--- config.mk ---
export PLATFORM = sky130hd
export DESIGN_NAME = uart_tx_fifo_reader
export DESIGN_NICKNAME = d
export VERILOG_FILES = /design/src/rtl/uart_tx_fifo_reader_pkg.sv /design/src/rtl/uart_tx_fifo_reader_baud_counter.sv /design/src/rtl/uart_tx_fifo_reader.sv
export SDC_FILE = /design/constraint.sdc
export NUM_CORES = 1
export LEC_CHECK = 0
export CORE_MARGIN = 3
export CORE_UTILIZATION = 25
export CTS_BUF_LIST = sky130_fd_sc_hd__clkbuf_8
export CTS_CLUSTER_SIZE = 12
export DETAILED_ROUTE_END_ITERATION = 8
export PLACE_DENSITY = 0.53
export SYNTH_ARGS = -nofsm -noshare
export SYNTH_HDL_FRONTEND = slang
export SYNTH_SLANG_ARGS = --single-unit
export TNS_END_PERCENT = 1
--- constraint.sdc ---
create_clock -name clk -period 2.1 [get_ports clk]
set_clock_uncertainty 0.1 [all_clocks]
set_input_delay 0.42 -clock clk [delete_from_list [all_inputs] [get_ports clk]]
set_output_delay 0.42 -clock clk [all_outputs]
set_load 0.01 [all_outputs]
--- src/rtl/uart_tx_fifo_reader_pkg.sv ---
// uart_tx_fifo_reader_pkg
// Definitions shared by the UART transmit path, and later by the receiver:
//   - state_e          : FSM state encodings (3 bits)
//   - StartBit/StopBit : line levels of the frame delimiters
//   - DefaultClksPerBit: default clk cycles per bit period
// Configuration macro: UART_TX_PARITY_EN adds the StParity state.

package uart_tx_fifo_reader_pkg;

   localparam int unsigned DefaultClksPerBit = 868;

   localparam logic StartBit = 1'b0;
   localparam logic StopBit  = 1'b1;

   typedef enum logic [2:0] {
      StIdle   = 3'd0,
      StFetch  = 3'd1,
      StWait   = 3'd2,
      StStart  = 3'd3,
      StData   = 3'd4,
`ifdef UART_TX_PARITY_EN
      StParity = 3'd5,
`endif
      StStop   = 3'd6
   } state_e;

endpackage

--- src/rtl/uart_tx_fifo_reader_baud_counter.sv ---
// uart_tx_fifo_reader_baud_counter
// Bit-period timer for the UART transmitter. Counts 0..CLKS_PER_BIT-1 and wraps.
// Ports:
//   clk    : system clock
//   reset  : asynchronous active-low reset
//   clear  : hold the count at zero (used outside the bit-timed states)
//   bitEnd : high on the last cycle of each bit period

module uart_tx_fifo_reader_baud_counter
   import uart_tx_fifo_reader_pkg::*;
#(
   parameter int unsigned CLKS_PER_BIT = DefaultClksPerBit
) (
   input  logic clk,
   input  logic reset,
   input  logic clear,
   output logic bitEnd
);

   localparam int unsigned CntW = (CLKS_PER_BIT > 1) ? $clog2(CLKS_PER_BIT) : 1;
   localparam logic [CntW-1:0] CntLast = CntW'(CLKS_PER_BIT - 1);

   logic [CntW-1:0] cnt_q, cnt_d;

   assign bitEnd = (cnt_q == CntLast);

   always_comb begin
      cnt_d = cnt_q + 1'b1;
      if (clear || bitEnd) begin
         cnt_d = '0;
      end
   end

   always_ff @(posedge clk or negedge reset) begin
      if (!reset) begin
         cnt_q <= '0;
      end else begin
         cnt_q <= cnt_d;
      end
   end

endmodule

--- src/rtl/uart_tx_fifo_reader.sv ---
// uart_tx_fifo_reader
// Pops bytes from the TX FIFO and sends each as an 8N1 UART frame on tx.
// Configuration macro: UART_TX_PARITY_EN inserts an even-parity bit before the stop bit.
// Ports:
//   clk        : system clock, all logic on the rising edge
//   reset      : asynchronous active-low reset
//   enable     : permits fetching the next byte
//   fifoEmpty  : FIFO empty flag
//   fifoData   : FIFO read data, valid the cycle after a pop
//   fifoReadEn : one-cycle pop strobe per byte
//   tx         : serial line, idle high
//   busy       : high from the fetch cycle through the last stop-bit cycle
//   txDone     : one-cycle pulse on the last stop-bit cycle

module uart_tx_fifo_reader
   import uart_tx_fifo_reader_pkg::*;
#(
   parameter int unsigned CLKS_PER_BIT = DefaultClksPerBit,
   parameter int unsigned DATA_WIDTH   = 8
) (
   input  logic                  clk,
   input  logic                  reset,
   input  logic                  enable,
   input  logic                  fifoEmpty,
   input  logic [DATA_WIDTH-1:0] fifoData,
   output logic                  fifoReadEn,
   output logic                  tx,
   output logic                  busy,
   output logic                  txDone
);

   localparam int unsigned IdxW = (DATA_WIDTH > 1) ? $clog2(DATA_WIDTH) : 1;
   localparam logic [IdxW-1:0] IdxLast = IdxW'(DATA_WIDTH - 1);

   state_e                state_q, state_d;
   logic [DATA_WIDTH-1:0] shift_q, shift_d;
   logic [IdxW-1:0]       idx_q, idx_d;
   logic                  bit_end;
   logic                  baud_clear;
`ifdef UART_TX_PARITY_EN
   logic                  parity_q, parity_d;
`endif

   uart_tx_fifo_reader_baud_counter #(
      .CLKS_PER_BIT(CLKS_PER_BIT)
   ) u_baud (
      .clk   (clk),
      .reset (reset),
      .clear (baud_clear),
      .bitEnd(bit_end)
   );

   // State register
   always_ff @(posedge clk or negedge reset) begin
      if (!reset) begin
         state_q  <= StIdle;
         shift_q  <= '0;
         idx_q    <= '0;
`ifdef UART_TX_PARITY_EN
         parity_q <= 1'b0;
`endif
      end else begin
         state_q  <= state_d;
         shift_q  <= shift_d;
         idx_q    <= idx_d;
`ifdef UART_TX_PARITY_EN
         parity_q <= parity_d;
`endif
      end
   end

   // Next-state logic
   always_comb begin
      state_d  = state_q;
      shift_d  = shift_q;
      idx_d    = idx_q;
`ifdef UART_TX_PARITY_EN
      parity_d = parity_q;
`endif
      case (state_q)
         StIdle: begin
            if (enable && !fifoEmpty) begin
               state_d = StFetch;
            end
         end
         StFetch: state_d = StWait;
         StWait: begin
            // Read data became valid in FETCH and is held by the FIFO.
            shift_d  = fifoData;
            idx_d    = '0;
`ifdef UART_TX_PARITY_EN
            parity_d = ^fifoData;
`endif
            state_d  = StStart;
         end
         StStart: begin
            if (bit_end) begin
               state_d = StData;
            end
         end
         StData: begin
            if (bit_end) begin
               shift_d = shift_q >> 1;
               idx_d   = idx_q + 1'b1;
               if (idx_q == IdxLast) begin
`ifdef UART_TX_PARITY_EN
                  state_d = StParity;
`else
                  state_d = StStop;
`endif
               end
            end
         end
`ifdef UART_TX_PARITY_EN
         StParity: begin
            if (bit_end) begin
               state_d = StStop;
            end
         end
`endif
         StStop: begin
            if (bit_end) begin
               state_d = StIdle;
            end
         end
         default: state_d = StIdle;
      endcase
   end

   // Outputs
   always_comb begin
      fifoReadEn = 1'b0;
      tx         = StopBit;
      busy       = 1'b1;
      txDone     = 1'b0;
      baud_clear = 1'b0;
      case (state_q)
         StIdle: begin
            busy       = 1'b0;
            baud_clear = 1'b1;
            // Gated by reset so no pop is requested while the block is held in reset.
            fifoReadEn = reset && enable && !fifoEmpty;
         end
         StFetch: baud_clear = 1'b1;
         StWait:  baud_clear = 1'b1;
         StStart: tx = StartBit;
         StData:  tx = shift_q[0];
`ifdef UART_TX_PARITY_EN
         StParity: tx = parity_q;
`endif
         StStop:  txDone = bit_end;
         default: begin
            busy       = 1'b0;
            baud_clear = 1'b1;
         end
      endcase
   end

endmodule
==> summary.txt, run 1 <==
outcome - finished, final reports clean
die area - 0.00601 mm^2
post-route cell area - 0.00167 mm^2
CORE AREA - 0.00485 mm^2
GPL Wtd Cong - 0.836
Synth Instances - 117
P&R area growth vs syn - 30.2%
largest family of logic cells by synthesized area - simple AND/OR/NAND/NOR gates
routed len/inst - 11.4 um
Yosys warnings - 0
cell row count - 25
Max Slew Vio Count - 0
Worst-path clk slew - 80 ps
# setup viols final - 0
share of post-route cells with drive strength above 1 - 0.275
post-synthesis xor/xnor area fraction - 0.0548
Hold Fails Final Rpt - 0
Worst EP required - 1580 ps
Mapped Area - 0.00128 mm^2
vias in the first global route - 1,026
Final min period - 2050 ps
die height - 77.5 um
post-DP HPWL - 1910 um
I/O Buffers - 15
first-pass GRT wire length - 4530 um
worst slew pin tran - 444 ps
vias per cell - 4.34
unrepaired setup endpoints after global routing - yes
ANT cells - 0
post-cts hold buffer count - 0
post-synth top area share - 0.470
CP Max Fanout - 2
CTS Root Cell - clkbuf_8
worst hold slack - 412 ps
Die Wd - 77.5 um
Pre-antenna DRT Iters - 3
ANT nets after route - 0
CTS tree - done
Seq cells post-synth - 24
CTS max path bufs - 2
Seq/Total Area, Yosys - 0.470
Synth Area in Simple Gates - 0.201
Hold Crit Class - flop to flop
Max VDD drop - 0.198 mV
Design Power - 0.835 mW
syn_nets - 132
Synth area leaders - dfrtp_1 47%, mux2_2 11%, nor2_1 4.1%
mux cell area share after synthesis - 0.137
WP data arrival - 1530 ps
critical path startpoint category - flop
fin crit share - 0.978
critical path capture point type - output pin
power per cell area - 502 mW/mm^2
post-synth cell types - 35
CP Class - flop to output pin
final net count - 165
Post-synth EDFFs - 0
initial core utilization - 0.264
Overall Global Routing Usage - 0.0916
Slew HR - 0.704
Synth Area in Compound Gates - 0.0587
CTS buffer count - 3
Layout Utilization - 0.343
initial antenna violation count - 0
# IOs - 16
Peak Freq - 487 MHz
remaining global-route overflow - 0
Main synth FF type - dfrtp_1
Fill cells - 501
clk sinks - 24
# DRC - 0
routed wire length - 2460 um
largest net degree at the start of global routing - 25
DR vias - 937
H-tree depth - 1
worst skew pair latency - 260 ps
Yosys top cell by area - dfrtp_1
Synth async-reset ratio - 1.00
placed instance area - 0.00161 mm^2
DRT iter0 DRCs - 21
MaxCap Viol Count - 0
area share of fa/ha/maj cells after synthesis - 0.0294
Pleak - 0.741 nW
Mapped Avg Cell Area - 10.9 um^2
[final timing paths]
| check | startpoint | endpoint | slack, ps | depth (start not counted) |
|---|---|---|---|---|
| max | u_baud.cnt_q[1] | txDone | 50 | 5 |
| min | shift_q[1] | shift_q[1] | 410 | 1 |
| max reg2reg | state_q[0] | shift_q[4] | 170 | 5 |
| min reg2reg | shift_q[1] | shift_q[1] | 410 | 1 |
| max in group asynchronous | reset | state_q[1] | 1080 | 2 |
| min in group asynchronous | reset | shift_q[1] | 570 | 2 |
[routing by layer]
layer	GRT usage	share of wire
met1	0.110	0.45
met2	0.164	0.52
met3	0.0186	0.023
met4	0.0267	0.0033
met5	0	0
[timing repair]
action / CTS / global route
buffers inserted: 0 / 1
pin swaps: 0 / 3
gates resized for setup: 8 / 2
setup endpoints to repair: 4 / 1
[cells in the final DEF (no fill, tap or decap), types with 3 or more instances in the layout]
cell / instances
nor3_1: 4
dfrtp_1: 22
dlygate4sd2_1: 3
clkbuf_8: 4
inv_1: 6
nand3_1: 5
clkdlybuf4s50_1: 11
nor2_1: 14
mux2_2: 12
buf_4: 19
xnor2_1: 6
nand2b_1: 4
mux2i_1: 4
[Yosys cell counts (all sizes together) (2+ instances only)]
master	number
dfrtp	24
nor2	14
mux2	12
inv	6
xnor2	6
nand3	5
mux2i	4
nand2b	4
nor3	4
buf	3
clkbuf	3
ha	3
a21oi	2
a32o	2
and2	2
and3b	2
and4b	2
nand2	2
nor3b	2
o21ai	2
xor2	2
[power breakdown]
group	switching, mW	internal, mW
sequential	0.00343	0.469
clock	0.148	0.167
combinational	0.0172	0.0303
[worst max-delay path, stage by stage (launching register included)]
cell and delay [ps]:
dfrtp_1 390, ha_2 190, and4bb_1 200, and3b_1 180
and4b_1 170, buf_2 140
[stage by stage]
stage	TNS [ps]	setup WS (ps)	std cells
floorplan	0	244	117
global placement	-274	-193	211
detailed placement	-304	-202	211
CTS	-116	-116	215
global route	-44.2	-44.2	216
finish	0	46.3	216
[registers in the layout, indices dropped and copies added, names as in the netlist]
name	flops
shift_q	8
idx_q	3
state_q	3
u_baud.cnt_q	10
[layout make-up]
class,count,area (um^2),area share
flip-flops and latches,24,603,0.362
well taps,67,83.8,0.0503
inverters,6,22.5,0.0135
multi-input cells,81,617,0.370
clock buffers,4,55.1,0.0331
repair buffers,34,284,0.171
[cell families (layout without fill, tap and decap cells)]
group                      Yosys count  count (layout)
and+or+nand+nor                     44              44
adders and majority gates            3               3
DFF                                 24              24
muxes                               16              16
xor gates and xnor gates             8               8
AOI/OAI and AO/OA                   10              10
buffers and inverters               12              44
(Power assumes the default switching activity.)
==> inputs of run 2 (changes only) <==
--- a/config.mk
+++ b/config.mk
@@ -10,6 +10,7 @@
 export CTS_BUF_LIST = sky130_fd_sc_hd__clkbuf_8
 export CTS_CLUSTER_SIZE = 12
 export DETAILED_ROUTE_END_ITERATION = 8
+export MAX_ROUTING_LAYER = met4
 export PLACE_DENSITY = 0.53
 export SYNTH_ARGS = -nofsm -noshare
 export SYNTH_HDL_FRONTEND = slang
==> results of run 2 <==
The final DEF is identical to that of run 1; final timing and power are the same.
Among the figures that moved: final weighted congestion in routability-driven placement 0.836 -> 0.848; overall routing resource usage 0.0916 -> 0.0942
==> inputs of run 3 (changes only) <==
--- a/config.mk
+++ b/config.mk
@@ -6,12 +6,13 @@
 export NUM_CORES = 1
 export LEC_CHECK = 0
 export CORE_MARGIN = 3
-export CORE_UTILIZATION = 25
+export CORE_UTILIZATION = 61
 export CTS_BUF_LIST = sky130_fd_sc_hd__clkbuf_8
 export CTS_CLUSTER_SIZE = 12
 export DETAILED_ROUTE_END_ITERATION = 8
+export DONT_BUFFER_PORTS = 1
 export MAX_ROUTING_LAYER = met4
-export PLACE_DENSITY = 0.53
+export PLACE_DENSITY = 0.88
 export SYNTH_ARGS = -nofsm -noshare
 export SYNTH_HDL_FRONTEND = slang
 export SYNTH_SLANG_ARGS = --single-unit
==> summary.txt, run 3 (synthesis gave the netlist of run 1 again) <==
CTS Root Cell - clkbuf_8 (unchanged)
MaxCap Viol Count - 0 (unchanged)
Hold Crit Class - input pin to flop (was flop to flop)
Peak Freq - 487 MHz (about the same)
fin crit share - 0.978 (about the same)
CP Class - flop to output pin (unchanged)
power per cell area - 641 mW/mm^2 (was 502 mW/mm^2)
vias in the first global route - 986 (was 1,026)
hold path startpoint - fifoData[7] (was shift_q[1])
remaining global-route overflow - 0 (unchanged)
commonest cells after routing, fill and taps aside - 24 x dfrtp_1, 14 x nor2_1, 12 x mux2_2 (was 22 x dfrtp_1, 19 x buf_4, 14 x nor2_1)
setup ws final - 46.0 ps (was 46.3 ps)
unrepaired setup endpoints after global routing - yes (unchanged)
# DRC - 0 (unchanged)
Hold Fails Final Rpt - 0 (unchanged)
ANT cells - 0 (unchanged)
Final min period - 2050 ps (about the same)
CP Max Fanout - 4 (was 2)
Switch Pwr - 0.167 mW (was 0.168 mW)
Clk pwr share - 0.447 (was 0.377)
ANT nets after route - 0 (unchanged)
area of the multi-input gates - 628 um^2 (was 617 um^2)
commonest non-fill, non-tap cell in the layout - dfrtp_1 (unchanged)
# setup viols final - 0 (unchanged)
P&R area growth vs syn - 10.2% (was 30.2%)
CTS tree - done (unchanged)
hold depth - 2 (was 1)
first-pass GRT wire length - 4330 um (was 4530 um)
routed len/inst - 17.2 um (was 11.4 um)
initial core utilization - 0.688 (was 0.264)
routed wire length - 2540 um (was 2460 um)
CTS buffer count - 3 (unchanged)
FF-to-FF path depth - 4 (was 5)
Pre-antenna DRT Iters - 4 (was 3)
worst hold endpoint - shift_q[7] (was shift_q[1])
critical path's slowest cell - dfrtp_1 (unchanged)
post-route cell area - 0.00141 mm^2 (was 0.00167 mm^2)
worst slew pin tran - 1060 ps (was 444 ps)
post-DP HPWL - 1770 um (was 1910 um)
GPL Wtd Cong - 0.779 (was 0.848)
DR vias - 888 (was 937)
placed instance area - 0.00130 mm^2 (was 0.00161 mm^2)
cells along the critical path - ha_4 -> and4bb_1 -> and3b_1 -> and4b_2 (was ha_2 -> and4bb_1 -> and3b_1 -> and4b_1 -> buf_2)
Fill cells - 125 (was 501)
Worst-path clk slew - 80 ps (about the same)
critical path capture point type - output pin (unchanged)
switching share of power - 0.185 (was 0.202)
met1 Use GR - 0.251 (was 0.110)
met2 usage - 0.407 (was 0.164)
cell row count - 15 (was 25)
combinational power share - 0.029 (was 0.057)
largest net degree at the start of global routing - 25 (unchanged)
share of post-route cells with drive strength above 1 - 0.213 (was 0.275)
Internal Pwr Total - 0.736 mW (was 0.667 mW)
max reg flops - 10 (unchanged)
WP data arrival - 1530 ps (about the same)
outcome - finished, final reports clean (unchanged)
Die Wd - 51.8 um (was 77.5 um)
DRT iter0 DRCs - 33 (was 21)
Layout Utilization - 0.758 (was 0.343)
worst hold slack - 244 ps (was 412 ps)
Max VDD drop - 0.532 mV (was 0.198 mV)
I/O Buffers - 0 (was 15)
final net count - 138 (was 165)
Crit path largest cell delay - 420 ps (was 390 ps)
busiest grt layer - met2 (unchanged)
Worst EP required - 1580 ps (about the same)
H-tree depth - 1 (unchanged)
Overall Global Routing Usage - 0.225 (was 0.0942)
largest register by flop count - u_baud.cnt_q (unchanged)
Reg power frac - 0.524 (was 0.566)
critical path startpoint category - flop (unchanged)
initial antenna violation count - 0 (unchanged)
clk sinks - 24 (unchanged)
Max Slew Vio Count - 0 (unchanged)
register area - 601 um^2 (was 603 um^2)
Slew HR - 0.293 (was 0.704)
vias per cell - 6.04 (was 4.34)
Place WS - 257 ps (was -202 ps)
worst skew pair latency - 270 ps (was 260 ps)
r2r startpoint - state_q[1] (was state_q[0])
die area - 0.00268 mm^2 (was 0.00601 mm^2)
die height - 51.8 um (was 77.5 um)
# IOs - 16 (unchanged)
CORE AREA - 0.00186 mm^2 (was 0.00485 mm^2)
Worst R2R End - shift_q[6] (was shift_q[4])
Reg2Reg Setup Slack - 270 ps (was 170 ps)
CTS max path bufs - 2 (unchanged)
routing usage on met3 - 0.0630 (was 0.0186)
Pleak - 0.626 nW (was 0.741 nW)
top flop regs - u_baud.cnt_q: 10 flops, shift_q: 8 flops (unchanged)
==> run 3: changes by cell type in the layout (fill, tap and decap cells not counted), moves of 2 or more <==
cell,before,now
dfrtp_1,22,24
dlygate4sd2_1,3,0
clkdlybuf4s50_1,11,0
dfrtp_2,2,0
buf_4,19,6
==> run 3: worst max path at each step <==
stage / from / to / slack, ps / cells after the start
after floorplan: u_baud.cnt_q[0] / txDone / 240 / 5
after global placement: u_baud.cnt_q[0] / txDone / 320 / 4
final: u_baud.cnt_q[0] / txDone / 50 / 4
after CTS: u_baud.cnt_q[0] / txDone / 10 / 4
after global routing: u_baud.cnt_q[0] / txDone / -20 / 4
after detailed placement: u_baud.cnt_q[0] / shift_q[6] / 260 / 5
==> run 3: stage by stage <==
| step | power (mW) | cells | setup TNS [ps] |
|---|---|---|---|
| global route | 0.927 | 147 | -17.1 |
| global placement | 0.496 | 140 | 0 |
| finish | 0.903 | 147 | 0 |
| CTS | 0.905 | 145 | 0 |
| floorplan | 0.495 | 117 | 0 |
| detailed placement | 0.499 | 140 | 0 |
==> run 3: critical path, delay by kind of cell (launching register included) <==
kind | cells | cell delay, ps
simple gates | 3 | 650
flops | 1 | 420
fa+ha+maj | 1 | 190
==> run 3: layout make-up <==
class                           count  area share
Clock inverter                      1      0.0213
Inverter                            6      0.0160
Tap cell                           25      0.0222
Multi-Input combinational cell     81       0.446
Sequential cell                    24       0.426
Clock buffer                        3      0.0293
Timing Repair Buffer                7      0.0391
==> run 3: power groups by stage <==
| stage | Clock (mW) | Combinational, mW | Sequential (mW) |
|---|---|---|---|
| 2_1_floorplan | 0 | 0.0135 | 0.481 |
| 3_3_place_gp | 0 | 0.0141 | 0.482 |
| 3_5_place_dp | 0 | 0.0162 | 0.483 |
| 4_1_cts | 0.405 | 0.0266 | 0.474 |
| 5_1_grt | 0.424 | 0.0293 | 0.475 |
| 6_report | 0.404 | 0.0258 | 0.474 |
==> run 3: timing repair <==
action,4_1_cts,5_1_grt
endpoints found under the hold margin,24,0
endpoints found under the setup margin,1,2
gates resized for setup,1,3
hold buffers,1,0
setup buffers,0,2
==> run 3: per-layer routing <==
metal	vias to the layer above	part of all wire	wire length [um]
li1	412	-	-
met1	440	0.42	1060
met2	29	0.52	1330
met3	7	0.040	102
met4	0	0.017	44
met5	-	0	0
==> variant: new RTL, flow settings as in run 3 <==
Make the reset (`reset`) synchronous in 2 clocked blocks. Comments in the files are not updated.
--- a/src/rtl/uart_tx_fifo_reader_baud_counter.sv
+++ b/src/rtl/uart_tx_fifo_reader_baud_counter.sv
@@ -32,5 +32,5 @@
    end
 
-   always_ff @(posedge clk or negedge reset) begin
+   always_ff @(posedge clk) begin
       if (!reset) begin
          cnt_q <= '0;
--- a/src/rtl/uart_tx_fifo_reader.sv
+++ b/src/rtl/uart_tx_fifo_reader.sv
@@ -52,5 +52,5 @@
 
    // State register
-   always_ff @(posedge clk or negedge reset) begin
+   always_ff @(posedge clk) begin
       if (!reset) begin
          state_q  <= StIdle;
Function: differs if reset is asserted again (counterexample within 4 cycles, from zero or initial values and one cycle with reset low); with reset held inactive, the same outputs for 10 cycles.
==> variant against run 3 <==
  * Worst setup slack worse by 0.029 ns
  * Die area down 5.7%
  * First-iteration DRC count down 33%
  * Sequential cell count unchanged
  * Critical path type unchanged
  * Wire length down 8.0%
  * Synthesized cell count up 12%
  * Via count up 8.3%
  * Cell area down 6.3%
  * Fmax down 1.4%
  * Synthesized area down 6.5%
Power is not compared: it rests on default switching activity, and its combinational part moved more than twofold at a synthesized area within 25%.
==> variant: results (changes against run 3) <==
* Number of H-tree levels at 1 (unchanged)
* Most used DFF post-synth: dfxtp_1 (was dfrtp_1)
* Outcome: completed (unchanged)
* Met1 wire length at 1.06 mm (about the same)
* Delay-heaviest family, CP: simple AND/OR/NAND/NOR gates (unchanged)
* Vias in the first global route at 863 (was 986)
* Register area share after synthesis at 40.2% (was 47.0%)
* Mux cell area share after synthesis at 6.69% (was 13.7%)
* Grt met3 use at 3.86% (was 6.30%)
* Hpwl dp at 1.56 mm (was 1.77 mm)
* First-pass GRT wire length at 3.75 mm (was 4.33 mm)
* Power Clock at 265 uW
* Crit Path Max Fanout at 2 (was 4)
* Met1 GRT Util at 24.3% (was 25.1%)
* Origin of the critical flop-to-flop path: u_baud.cnt_q[4] (was state_q[1])
* Syn Nets at 146 (was 132)
* Synth top cells by count: 24 x dfxtp_1, 14 x nor2_1, 12 x nand2_1 (was 24 x dfrtp_1, 14 x nor2_1, 12 x mux2_2)
* Ys async rst share at 0% (was 100%)
* Largest regs: u_baud.cnt_q (10), shift_q (8) (unchanged)
* Maximum vdd drop at roughly 550 uV
* DRT Pass-1 Iters at 4 (unchanged)
* Gr usage total at 20.2% (was 22.5%)
* GR Layer Usage met2 at 31.5% (was 40.7%)
* Ant diodes at 0 (unchanged)
* Iter 0 DRT Violations at 22 (was 33)
* Relative slew margins at 78.6% (was 29.3%)
* Post-synthesis adder-cell area fraction at 3.97% (was 2.94%)
* Hold_sp: reset (was fifoData[7])
* Largest net degree at the start of global routing at 18 (was 25)
* Synth Area in XOR/XNOR at 6.59% (was 5.48%)
* Worst stage delay on the critical path at 0.56 ns (was 0.42 ns)
* Worst reg2reg path depth at 5 (was 4)
* Final GP Congestion at 0.759 (was 0.779)
* Post-synthesis compound-gate area fraction at 13.7% (was 5.87%)
* Crit path arrival time at 1.56 ns (was 1.53 ns)
* Post-Place Setup Slack at 0.156 ns (was 0.257 ns)
* Vias/cell at 5.94 (was 6.04)
* Critical Path Slowest Stage Cell: or4_4 (was dfrtp_1)
* Share of layout cells above drive strength 1 at 16.1% (was 21.3%)
* Routed WL at 2.33 mm (was 2.54 mm)
* Count of cell types in the netlist at 33 (was 35)
* Top cells by area, synth: dfxtp_1 40%, mux2i_1 6.7%, o311a_1 5.9% (was dfrtp_1 47%, mux2_2 11%, nor2_1 4.1%)
* Hold path cells at 1 (was 2)
* WL met3 at 94 um (was 102 um)
* Met2 wire len at 1.16 mm (was 1.33 mm)
variant: through the flow:
step                power (uW)  utilization [%]  area, um2  cells  hold slack (ns)
finish                     815             74.0       1320    162            0.175
floorplan                  548                -       1200    131            0.330
detailed placement         560             68.8       1230    155            0.360
global route               850             74.0       1320    162            0.163
global placement           555             68.8       1230    155            0.341
CTS                        821             72.2       1290    158            0.172
variant: layout make-up:
class | instances | area [um2]
Multi-Input combinational cell | 96 | 671
Fill cell | 131 | 463
Sequential cell | 24 | 483
Tap cell | 25 | 31.3
Clock buffer | 3 | 41.3
Timing Repair Buffer | 11 | 82.6
Inverter | 3 | 11.3
variant: worst paths after layout:
check | end | slack, ns
setup / recovery | txDone | 0.02
hold / removal | shift_q[4] | 0.18
setup reg to reg | idx_q[2] | 0.17
hold reg to reg | u_baud.cnt_q[0] | 0.37
variant: repair_timing:
item	CTS	global route
resized for setup	4	2
pin swaps	0	3
endpoints found under the setup margin	1	1
hold endpoints to repair	0	0
buffers inserted	0	4
